$ cat src/rtl/hk_pkg.sv
// hk_pkg: shared constants and types for the
// red_pitaya_hk_gpio housekeeping block.
package hk_pkg;
  localparam logic [7:0] HK_VER = 8'h02;
  localparam int HK_DEB_CYC = 16;
  localparam int DNA_BITS = 57;

  localparam logic [19:0] A_ID = 20'h00000;
  localparam logic [19:0] A_DNA_LO = 20'h00004;
  localparam logic [19:0] A_DNA_HI = 20'h00008;
  localparam logic [19:0] A_LOOP = 20'h0000C;
  localparam logic [19:0] A_LED = 20'h00030;
  localparam logic [19:0] A_RDY = 20'h00100;

  localparam logic [19:0] BANK_BASE = 20'h00200;
  localparam logic [19:0] BANK_STRIDE = 20'h00020;

  localparam logic [4:0] B_DIR = 5'h00;
  localparam logic [4:0] B_OUT = 5'h04;
  localparam logic [4:0] B_IN = 5'h08;
  localparam logic [4:0] B_REN = 5'h0C;
  localparam logic [4:0] B_FEN = 5'h10;
  localparam logic [4:0] B_STS = 5'h14;
  localparam logic [4:0] B_SET = 5'h18;
  localparam logic [4:0] B_CLR = 5'h1C;

  typedef enum logic [1:0] {
    LOAD,
    SHIFT,
    DONE
  } dna_state_t;
endpackage

$ cat src/rtl/red_pitaya_hk_gpio_if.sv
// red_pitaya_hk_gpio_if: system bus bundle
// between a bus master and the housekeeping block.
interface red_pitaya_hk_gpio_if;
  logic [31:0] sys_addr;
  logic [31:0] sys_wdata;
  logic sys_wen;
  logic sys_ren;
  logic [31:0] sys_rdata;
  logic sys_err;
  logic sys_ack;

  modport master (
    output sys_addr, sys_wdata, sys_wen, sys_ren,
    input sys_rdata, sys_err, sys_ack
  );

  modport slave (
    input sys_addr, sys_wdata, sys_wen, sys_ren,
    output sys_rdata, sys_err, sys_ack
  );
endinterface

$ cat src/rtl/hk_dna_reader.sv
// hk_dna_reader: divided-clock DNA_PORT model plus
// the LOAD/SHIFT/DONE readout FSM, MSB first.
module hk_dna_reader
  import hk_pkg::*;
#(
  parameter logic [DNA_BITS-1:0] DNA = 57'h0823456789ABCDE,
  parameter int DNA_DIV = 8
) (
  input  logic clk_i,
  input  logic rstn_i,
  output logic [DNA_BITS-1:0] dna_value_o,
  output logic dna_done_o
);
  localparam int CW = $clog2(DNA_DIV);
  localparam logic [CW-1:0] SMP = CW'(DNA_DIV/2-1);
  localparam logic [CW-1:0] LAST = CW'(DNA_DIV-1);

  dna_state_t state_q, state_d;
  logic [CW-1:0] div_q;
  logic [5:0] cnt_q, cnt_d;
  logic [DNA_BITS-1:0] val_q, val_d;
  logic [DNA_BITS-1:0] port_q;
  logic dclk, dclk_q, rd, sh, dout;

  assign dclk = (state_q != DONE) & div_q[CW-1];
  assign dout = port_q[DNA_BITS-1];

  // free-running divider and FSM state
  always_ff @(posedge clk_i) begin
    if (!rstn_i) begin
      div_q <= '0;
      state_q <= LOAD;
      cnt_q <= '0;
      val_q <= '0;
    end else begin
      div_q <= div_q + 1'b1;
      state_q <= state_d;
      cnt_q <= cnt_d;
      val_q <= val_d;
    end
  end

  // DNA_PORT: loads or shifts on each dna_clk rising edge
  always_ff @(posedge clk_i) begin
    if (!rstn_i) begin
      port_q <= '0;
      dclk_q <= 1'b0;
    end else begin
      dclk_q <= dclk;
      if (dclk && !dclk_q) begin
        if (rd) port_q <= DNA;
        else if (sh) port_q <= {port_q[DNA_BITS-2:0], 1'b0};
      end
    end
  end

  // next state; DOUT sampled just before each rising edge
  always_comb begin
    state_d = state_q;
    cnt_d = cnt_q;
    val_d = val_q;
    rd = 1'b0;
    sh = 1'b0;
    unique case (state_q)
      LOAD: begin
        rd = 1'b1;
        if (div_q == LAST) state_d = SHIFT;
      end
      SHIFT: begin
        sh = 1'b1;
        if (div_q == SMP) begin
          val_d = {val_q[DNA_BITS-2:0], dout};
          cnt_d = cnt_q + 6'd1;
        end
        if (div_q == LAST && cnt_q == 6'(DNA_BITS))
          state_d = DONE;
      end
      DONE: ;
      default: state_d = LOAD;
    endcase
  end

  assign dna_value_o = val_q;
  assign dna_done_o = (state_q == DONE);
endmodule

$ cat src/rtl/red_pitaya_hk_gpio.sv
// red_pitaya_hk_gpio: ID, DNA, LEDs and GPIO banks.
// Optional input debounce: HK_GPIO_DEBOUNCE_EN.
module red_pitaya_hk_gpio
  import hk_pkg::*;
#(
  parameter int DWL = 8,
  parameter int DWE = 8,
  parameter int NBANK = 2,
  parameter logic [DNA_BITS-1:0] DNA = 57'h0823456789ABCDE,
  parameter int DNA_DIV = 8
) (
  input  logic clk_i,
  input  logic rstn_i,
  output logic [DWL-1:0] led_o,
  output logic digital_loop,
  input  logic [NBANK*DWE-1:0] exp_dat_i,
  output logic [NBANK*DWE-1:0] exp_dat_o,
  output logic [NBANK*DWE-1:0] exp_dir_o,
  output logic irq_o,
  red_pitaya_hk_gpio_if.slave bus
);
  logic [19:0] a, boff;
  logic [4:0] boffs;
  logic [2:0] bidx;
  logic in_bank;
  logic [DNA_BITS-1:0] dna_val;
  logic dna_done;
  logic [NBANK:0][31:0] rd_acc;
  logic [NBANK-1:0] bank_irq;
  logic [DWL-1:0] led_q;
  logic loop_q, rdy_q, ack_q, irq_q;
  logic [31:0] rdata_q, rdata_d;
  logic unused_ok;

  assign a = bus.sys_addr[19:0];
  assign boff = a - BANK_BASE;
  assign in_bank = (a >= BANK_BASE) &&
                   (boff < 20'(NBANK) * BANK_STRIDE);
  assign bidx = boff[7:5];
  assign boffs = boff[4:0];
  assign unused_ok = ^{bus.sys_addr[31:20], bus.sys_wdata};

  hk_dna_reader #(
    .DNA(DNA),
    .DNA_DIV(DNA_DIV)
  ) u_dna (
    .clk_i(clk_i),
    .rstn_i(rstn_i),
    .dna_value_o(dna_val),
    .dna_done_o(dna_done)
  );

  assign rd_acc[0] = '0;

  for (genvar b = 0; b < NBANK; b++) begin : g_bank
    logic sel, wr;
    logic [DWE-1:0] dir_q, out_q, ren_q, fen_q, sts_q;
    logic [DWE-1:0] s1_q, s2_q, prv_q, val, w, set_v, clr;
    logic [31:0] rd;

    assign sel = in_bank && (bidx == 3'(b));
    assign wr = sel && bus.sys_wen;
    assign w = bus.sys_wdata[DWE-1:0];

    // two-flop synchroniser and previous value for edges
    always_ff @(posedge clk_i) begin
      if (!rstn_i) begin
        s1_q <= '0;
        s2_q <= '0;
        prv_q <= '0;
      end else begin
        s1_q <= exp_dat_i[b*DWE +: DWE];
        s2_q <= s1_q;
        prv_q <= val;
      end
    end

`ifdef HK_GPIO_DEBOUNCE_EN
    for (genvar i = 0; i < DWE; i++) begin : g_deb
      logic [3:0] cnt_q;
      logic deb_q;
      // take a new level only after HK_DEB_CYC differing cycles
      always_ff @(posedge clk_i) begin
        if (!rstn_i) begin
          cnt_q <= '0;
          deb_q <= 1'b0;
        end else if (s2_q[i] == deb_q) begin
          cnt_q <= '0;
        end else if (cnt_q == 4'(HK_DEB_CYC-1)) begin
          deb_q <= s2_q[i];
          cnt_q <= '0;
        end else begin
          cnt_q <= cnt_q + 4'd1;
        end
      end
      assign val[i] = deb_q;
    end
`else
    assign val = s2_q;
`endif

    assign set_v = (val & ~prv_q & ren_q) |
                   (~val & prv_q & fen_q);
    assign clr = (wr && boffs == B_STS) ? w : '0;

    // bank registers; a new edge beats a same-cycle clear
    always_ff @(posedge clk_i) begin
      if (!rstn_i) begin
        dir_q <= '0;
        out_q <= '0;
        ren_q <= '0;
        fen_q <= '0;
        sts_q <= '0;
      end else begin
        sts_q <= (sts_q & ~clr) | set_v;
        if (wr) begin
          case (boffs)
            B_DIR: dir_q <= w;
            B_OUT: out_q <= w;
            B_REN: ren_q <= w;
            B_FEN: fen_q <= w;
            B_SET: out_q <= out_q | w;
            B_CLR: out_q <= out_q & ~w;
            default: ;
          endcase
        end
      end
    end

    // bank read mux; set/clear strobes read as zero
    always_comb begin
      rd = '0;
      if (sel) begin
        case (boffs)
          B_DIR: rd = 32'(dir_q);
          B_OUT: rd = 32'(out_q);
          B_IN: rd = 32'(val);
          B_REN: rd = 32'(ren_q);
          B_FEN: rd = 32'(fen_q);
          B_STS: rd = 32'(sts_q);
          default: rd = '0;
        endcase
      end
    end

    assign rd_acc[b+1] = rd_acc[b] | rd;
    assign bank_irq[b] = |sts_q;
    assign exp_dat_o[b*DWE +: DWE] = out_q;
    assign exp_dir_o[b*DWE +: DWE] = dir_q;
  end

  // global writable registers
  always_ff @(posedge clk_i) begin
    if (!rstn_i) begin
      led_q <= '0;
      loop_q <= 1'b0;
    end else if (bus.sys_wen) begin
      if (a == A_LED) led_q <= bus.sys_wdata[DWL-1:0];
      if (a == A_LOOP) loop_q <= bus.sys_wdata[0];
    end
  end

  // global read mux; banks fall through the default
  always_comb begin
    rdata_d = rd_acc[NBANK];
    case (a)
      A_ID: rdata_d = {HK_VER, 8'(NBANK), 8'(DWE), 8'h01};
      A_DNA_LO: rdata_d = dna_val[31:0];
      A_DNA_HI: rdata_d = {dna_done, 6'b0, dna_val[56:32]};
      A_LOOP: rdata_d = {31'b0, loop_q};
      A_LED: rdata_d = 32'(led_q);
      A_RDY: rdata_d = {31'b0, rdy_q};
      default: ;
    endcase
  end

  // bus response, ready flag and registered interrupt
  always_ff @(posedge clk_i) begin
    if (!rstn_i) begin
      ack_q <= 1'b0;
      rdata_q <= '0;
      rdy_q <= 1'b0;
      irq_q <= 1'b0;
    end else begin
      ack_q <= bus.sys_wen | bus.sys_ren;
      rdata_q <= bus.sys_ren ? rdata_d : '0;
      rdy_q <= 1'b1;
      irq_q <= |bank_irq;
    end
  end

  assign bus.sys_ack = ack_q;
  assign bus.sys_rdata = rdata_q;
  assign bus.sys_err = 1'b0;
  assign led_o = led_q;
  assign digital_loop = loop_q;
  assign irq_o = irq_q;
endmodule

$ cat src/flat_wrapper.sv
// flat-port wrapper written by rule: the top's interface ports become plain ports
module red_pitaya_hk_gpio_flat import hk_pkg::*;
#(
  parameter int DWL = 8,
  parameter int DWE = 8,
  parameter int NBANK = 2,
  parameter logic [DNA_BITS-1:0] DNA = 57'h0823456789ABCDE,
  parameter int DNA_DIV = 8
)
  (clk_i, rstn_i, led_o, digital_loop, exp_dat_i, exp_dat_o, exp_dir_o, irq_o, bus_sys_addr, bus_sys_wdata, bus_sys_wen, bus_sys_ren, bus_sys_rdata, bus_sys_err, bus_sys_ack);
  red_pitaya_hk_gpio_if bus_i ();
  input  logic clk_i;
  input  logic rstn_i;
  output logic [DWL-1:0] led_o;
  output logic digital_loop;
  input  logic [NBANK*DWE-1:0] exp_dat_i;
  output logic [NBANK*DWE-1:0] exp_dat_o;
  output logic [NBANK*DWE-1:0] exp_dir_o;
  output logic irq_o;
  input wire logic [$bits(bus_i.sys_addr)-1:0] bus_sys_addr;
  input wire logic [$bits(bus_i.sys_wdata)-1:0] bus_sys_wdata;
  input wire logic [$bits(bus_i.sys_wen)-1:0] bus_sys_wen;
  input wire logic [$bits(bus_i.sys_ren)-1:0] bus_sys_ren;
  output wire logic [$bits(bus_i.sys_rdata)-1:0] bus_sys_rdata;
  output wire logic [$bits(bus_i.sys_err)-1:0] bus_sys_err;
  output wire logic [$bits(bus_i.sys_ack)-1:0] bus_sys_ack;
  assign bus_i.sys_addr = bus_sys_addr;
  assign bus_i.sys_wdata = bus_sys_wdata;
  assign bus_i.sys_wen = bus_sys_wen;
  assign bus_i.sys_ren = bus_sys_ren;
  assign bus_sys_rdata = bus_i.sys_rdata;
  assign bus_sys_err = bus_i.sys_err;
  assign bus_sys_ack = bus_i.sys_ack;
  red_pitaya_hk_gpio #(.DWL(DWL), .DWE(DWE), .NBANK(NBANK), .DNA(DNA), .DNA_DIV(DNA_DIV)) u_core (.clk_i(clk_i), .rstn_i(rstn_i), .led_o(led_o), .digital_loop(digital_loop), .exp_dat_i(exp_dat_i), .exp_dat_o(exp_dat_o), .exp_dir_o(exp_dir_o), .irq_o(irq_o), .bus(bus_i));
endmodule
$ cat config.mk
export PLATFORM = sky130hd
export DESIGN_NAME = red_pitaya_hk_gpio_flat
export DESIGN_NICKNAME = d
export VERILOG_FILES = /design/src/rtl/hk_pkg.sv /design/src/rtl/red_pitaya_hk_gpio_if.sv /design/src/rtl/hk_dna_reader.sv /design/src/rtl/red_pitaya_hk_gpio.sv /design/src/flat_wrapper.sv
export SDC_FILE = /design/constraint.sdc
export NUM_CORES = 1
export LEC_CHECK = 0
export CAP_MARGIN = 0
export CORE_ASPECT_RATIO = 2
export CORE_UTILIZATION = 57
export CTS_CLUSTER_SIZE = 28
export DETAILED_ROUTE_END_ITERATION = 10
export DONT_BUFFER_PORTS = 1
export PLACE_DENSITY_LB_ADDON = 0.1
export SLEW_MARGIN = 40
export SYNTH_ARGS = -nofsm -noshare
export SYNTH_HDL_FRONTEND = slang
export SYNTH_SLANG_ARGS = --single-unit
$ cat constraint.sdc
create_clock -name clk_i -period 2.3 [get_ports clk_i]
set_clock_uncertainty 0.15 [all_clocks]
set_input_delay 0.46 -clock clk_i [delete_from_list [all_inputs] [get_ports clk_i]]
set_output_delay 0.46 -clock clk_i [all_outputs]
set_load 0.02 [all_outputs]
==> impl.org <==
** Setup path
- WP buf/inv :: 2
- The startpoint identified for the worst register-to-register timing path is u_core.u_dna.div_q[0].
- Type of the worst setup path :: in2reg
- STA classifies the critical path startpoint as a primary input.
- Data arrives at the worst endpoint at between 2 and 2.5 ns.
- Kind of cell adding the most delay to the critical path :: simple AND/OR/NAND/NOR gates
- Terminus of the critical flop-to-flop path :: u_core.u_dna.cnt_q[5]
- Setup slack on the worst reg-to-reg path comes out at approximately 0.32 ns.
- The worst setup path is captured at a flop.
- The worst register-to-register path has a depth of 6.
- The critical path goes through inv_1 -> ha_2 -> nor4bb_1 -> and4_1 -> o311a_2 -> buf_12 -> and3b_1 -> a32o_1.
- The largest single stage delay on the critical path is 0.39 ns.
- STA puts the critical path data required time at ~2.6 ns.
- Largest fanout of any net on the critical path :: 9
- Cell at the slowest stage of the critical path :: sky130_fd_sc_hd__and3b_1

** STA
- Setup violations remaining at the end of the flow were counted as 0.
- Based on the critical path, the design can be clocked at up to approximately 490 MHz.
- Pins Over Slew Limit :: 0
- Tightest slew margin relative to the limit :: 61.95%
- The worst path in the final design needs a cycle of 2.046 ns, including I/O delays and setup.
- Final hold viol count :: 0
- Setup repair after global routing left no endpoint under its margin.
- Transition at the pin with the smallest max-transition slack :: 0.5708 ns
- Portion of the clock cycle consumed by the worst path in the final layout :: 88.95%

** GRT
- Total routing usage reported by global routing :: between 20% and 30%
- Met1 usage in global routing :: 30.28%
- Number of antenna violations at the first check in global routing :: 0
- Gr ovfl total :: 0
- Global-route met3 utilization :: ~4.6%
- The layer flagged by global routing as most heavily used is met2.
- The number of global-route vias before repair was between 9000 and 10000.
- Global routing consumed, on the met2 layer, between 50 and 60% of the routing resources.
- Entering global routing, the biggest net connects around 110 pins.
- The first global-routing pass estimated 48650 um of wire.

** Clock network
- Root Buffer Master :: sky130_fd_sc_hd__clkbuf_16
- Clock edge transition at the registers on the reported setup and hold paths :: about 0.07 ns
- CTS built an H-tree with a depth of 1.
- The clock passes through at most 3 buffers.
- Clock latency on the worst-skew pair, taken at its later pin, is ~0.54 ns.
- Number of gates resized after CTS :: 0
- TritonCTS built the clock tree.
- The clock net in this run drives a total of 297 sinks.
- Inserted Clock Buffers :: 26

** Layout
- Area growth, synth to finish :: 13.01%
- Share of post-route cells with drive strength above 1 :: between 7 and 8%
- Cells fill 65.96% of the core in the end.
- Number of fill cells in the layout :: about 1800
- Number of nets in the layout :: approximately 1400
- The finished cells cover ~0.013 mm2.
- Diodes inserted :: 0

** Yosys
- Count of different cell masters after synthesis :: 59
- During synthesis, Yosys emitted a total of 0 warnings.
- Area share of the largest cell type after synthesis :: 49.79%
- Top area cells in the synthesized netlist :: sky130_fd_sc_hd__dfxtp_1 50%, sky130_fd_sc_hd__nand2_1 7.7%, sky130_fd_sc_hd__mux2i_1 7.5%
- Post-synthesis async set-or-reset flop share :: 0%
- Synthesized flop and latch total :: 297
- Synthesized netlist cell count :: between 1000 and 1500
- Main flop type after synthesis :: sky130_fd_sc_hd__dfxtp_1
- After synthesis, the mean cell area works out to 8.833 um2.
- Library cell with the largest summed area after synthesis :: sky130_fd_sc_hd__dfxtp_1
- Cell Area, Synth :: around 0.012 mm2
- Share of the yosys chip area belonging to registers :: around half
- Counting every net in the synthesized netlist gives 1442.
- Number of synthesized flops with an enable pin :: 0

** Hold path
- In this run the most critical hold path is launched from bus_sys_wdata[4].
- The worst hold path was traced through 3 stages.
- For hold timing, the worst endpoint is u_core.g_bank[1].sts_q[4].
- The path class of the tightest hold or removal check is in2reg.

** Place
- In this run the cell area measured after placement is around 0.012 mm2.
- Total half-perimeter wirelength after legalization and detailed placement :: around 21000 um
- Buffers placed on the I/O ports in this run total 0.
- Final weighted congestion of routability-driven global placement :: approximately 0.9

** Power
- Ratio of total power to cell area :: 753.8 mW/mm2
- Summed over all cells, the static leakage comes to ~4.7 nW.
- IR analysis of the VDD net gives a maximum drop of roughly 0.62 mV.

** Route
- Dividing the detail-routed wire length by the instance count gives about 19 um.
- In this run, the number of DRC markers left after iteration 0 of detailed routing was roughly 450.
- Vias/cell :: roughly 6
- Total number of vias :: between 9000 and 10000
- The first detailed-routing pass ran for 5 iterations.
- Detailed-route DRC error count :: 0
- WL final :: ~31000 um
- The count of nets left with antenna violations once routing finished came out at 0.

** Floorplanning
- Core Footprint :: slightly above 0.02 mm2
- The die is about 100 um wide.
- For this configuration, the core starts out at a cell density of 58.36%.
- Row generation in the floorplan step produced 74 rows.
- 160 I/O pins were placed.
- The die covers between 0.02 and 0.025 mm2.
- The die is a little over 200 um tall.

** Run
- The tool flagged a number of max-cap violations equal to 0.

** Run status
- Outcome :: finished, final reports clean
==> logic make-up (layout without fill, tap and decap cells) <==
| logic type | after synthesis | after routing | share of synthesized area, % |
|---|---|---|---|
| AOI/OAI and AO/OA | 312 | 312 | 16.18 |
| adders and majority gates | 6 | 6 | 0.6286 |
| muxes | 92 | 92 | 7.742 |
| DFF | 297 | 297 | 49.79 |
| buffers and inverters | 128 | 137 | 4.809 |
| other | 1 | 1 | 0.03140 |
| xor gates and xnor gates | 5 | 5 | 0.3668 |
| and+or+nand+nor | 511 | 511 | 20.46 |
==> power by group <==
group	internal, mW	total (mW)	switching, mW
Clock	2.61	4.53	1.92
Combinational	0.156	0.393	0.237
Sequential	5.21	5.25	0.0385
Total	7.98	10.2	2.20
==> cell usage after synthesis (5+ instances only) <==
cell type and number:
sky130_fd_sc_hd__a32o_1 16, sky130_fd_sc_hd__o31ai_1 12, sky130_fd_sc_hd__mux2i_1 89, sky130_fd_sc_hd__a31oi_1 16, sky130_fd_sc_hd__a22oi_1 38, sky130_fd_sc_hd__nor2b_1 5, sky130_fd_sc_hd__inv_1 16, sky130_fd_sc_hd__a21oi_1 130
sky130_fd_sc_hd__o22ai_1 31, sky130_fd_sc_hd__buf_1 5, sky130_fd_sc_hd__buf_2 18, sky130_fd_sc_hd__nor2_1 69, sky130_fd_sc_hd__buf_6 7, sky130_fd_sc_hd__buf_4 5, sky130_fd_sc_hd__o21ai_0 38, sky130_fd_sc_hd__nor4_1 8
sky130_fd_sc_hd__nand3b_1 19, sky130_fd_sc_hd__dfxtp_1 297, sky130_fd_sc_hd__nand4_1 5, sky130_fd_sc_hd__and3_1 17, sky130_fd_sc_hd__a21o_1 6, sky130_fd_sc_hd__ha_1 6, sky130_fd_sc_hd__clkbuf_1 76, sky130_fd_sc_hd__nand2_1 245
sky130_fd_sc_hd__nand3_1 55, sky130_fd_sc_hd__and2_1 53, sky130_fd_sc_hd__a22o_1 14
==> flip-flops by register name, summed over array words and instances, names as in the netlist, 16 cells and up <==
signal,flops
u_core.g_bank.out_q,16
u_core.u_dna.port_q,56
u_core.g_bank.fen_q,16
u_core.g_bank.dir_q,16
u_core.g_bank.prv_q,16
u_core.g_bank.s1_q,16
u_core.u_dna.dna_value_o,57
u_core.g_bank.ren_q,16
u_core.g_bank.s2_q,16
u_core.g_bank.sts_q,16
u_core.bus.sys_rdata,32
==> cells in the final DEF (no fill, tap or decap), types with 4 or more instances in the layout <==
cell type / netlist / final
sky130_fd_sc_hd__dfxtp_1: 297 / 297
sky130_fd_sc_hd__nand2_1: 245 / 245
sky130_fd_sc_hd__a21oi_1: 130 / 130
sky130_fd_sc_hd__mux2i_1: 89 / 89
sky130_fd_sc_hd__nor2_1: 69 / 69
sky130_fd_sc_hd__nand3_1: 55 / 55
sky130_fd_sc_hd__and2_1: 53 / 53
sky130_fd_sc_hd__o21ai_0: 38 / 38
sky130_fd_sc_hd__a22oi_1: 38 / 38
sky130_fd_sc_hd__buf_4: 5 / 32
sky130_fd_sc_hd__o22ai_1: 31 / 31
sky130_fd_sc_hd__clkbuf_16: 0 / 27
sky130_fd_sc_hd__dlygate4sd3_1: 0 / 26
sky130_fd_sc_hd__nand3b_1: 19 / 19
sky130_fd_sc_hd__and3_1: 17 / 17
sky130_fd_sc_hd__inv_1: 16 / 16
sky130_fd_sc_hd__a31oi_1: 16 / 16
sky130_fd_sc_hd__a32o_1: 16 / 16
sky130_fd_sc_hd__a22o_1: 14 / 14
sky130_fd_sc_hd__buf_12: 0 / 14
sky130_fd_sc_hd__o31ai_1: 12 / 12
sky130_fd_sc_hd__nor4_1: 8 / 8
sky130_fd_sc_hd__clkbuf_8: 0 / 7
sky130_fd_sc_hd__a21o_1: 6 / 6
sky130_fd_sc_hd__nor2b_1: 5 / 5
sky130_fd_sc_hd__nand4_1: 5 / 5
sky130_fd_sc_hd__ha_1: 6 / 5
sky130_fd_sc_hd__or3_1: 4 / 4
sky130_fd_sc_hd__clkbuf_1: 76 / 4
==> worst reg2reg max path: cells and delay by family (launching register included) <==
kind	cells	cell delay (ns)
DFF	1	0.34
adders and majority gates	2	0.37
AOI/OAI and AO/OA	1	0.14
and+or+nand+nor	3	0.91
==> metrics by stage <==
| stage | setup slack [ns] | power [mW] | std cells | hold slack (ns) | TNS, ns |
|---|---|---|---|---|---|
| 2_1_floorplan | 0.02560 | 5.644 | 1352 | 0.2492 | 0 |
| 3_3_place_gp | -0.1979 | 5.684 | 1553 | 0.2584 | -8.940 |
| 3_5_place_dp | -0.2979 | 5.691 | 1553 | 0.2686 | -15.11 |
| 4_1_cts | 0.2554 | 10.26 | 1627 | 0.01861 | 0 |
| 5_1_grt | 0.1758 | 10.49 | 1627 | 0.04333 | 0 |
| 6_report | 0.2541 | 10.17 | 1627 | 0.03448 | 0 |
==> what timing repair did <==
action,CTS,global route
hold buffers,27,0
hold endpoints to repair,123,0
setup buffers,0,0
==> cell type report <==
cell class / count / area, um2 / share of cell area, %
sequential: 297 / 5946 / 44.05
tap: 266 / 332.8 / 2.466
clock inverter: 9 / 108.9 / 0.8065
multi-input combinational: 927 / 5448 / 40.36
timing repair buffer: 73 / 808.3 / 5.989
clock buffer: 38 / 787.0 / 5.831
inverter: 17 / 66.31 / 0.4913
==> worst max path at each step <==
stage | depth (start not counted) | start | end
2_1_floorplan | 9 | bus_sys_addr[9] | u_core.g_bank[1].out_q[7]
3_3_place_gp | 8 | bus_sys_addr[10] | u_core.g_bank[0].out_q[7]
3_5_place_dp | 8 | bus_sys_addr[10] | u_core.g_bank[0].out_q[7]
4_1_cts | 8 | bus_sys_addr[10] | u_core.g_bank[0].out_q[7]
5_1_grt | 8 | bus_sys_addr[10] | u_core.g_bank[1].out_q[5]
6_report | 8 | bus_sys_addr[10] | u_core.g_bank[0].out_q[7]
==> routing by layer <==
metal  up-vias  share of wire [%]
met3        99                4.8
li1       4696                  -
met4         0                5.0
met2       289                 53
met5         -                  0
met1      4685                 37
(Power assumes the default switching activity.)
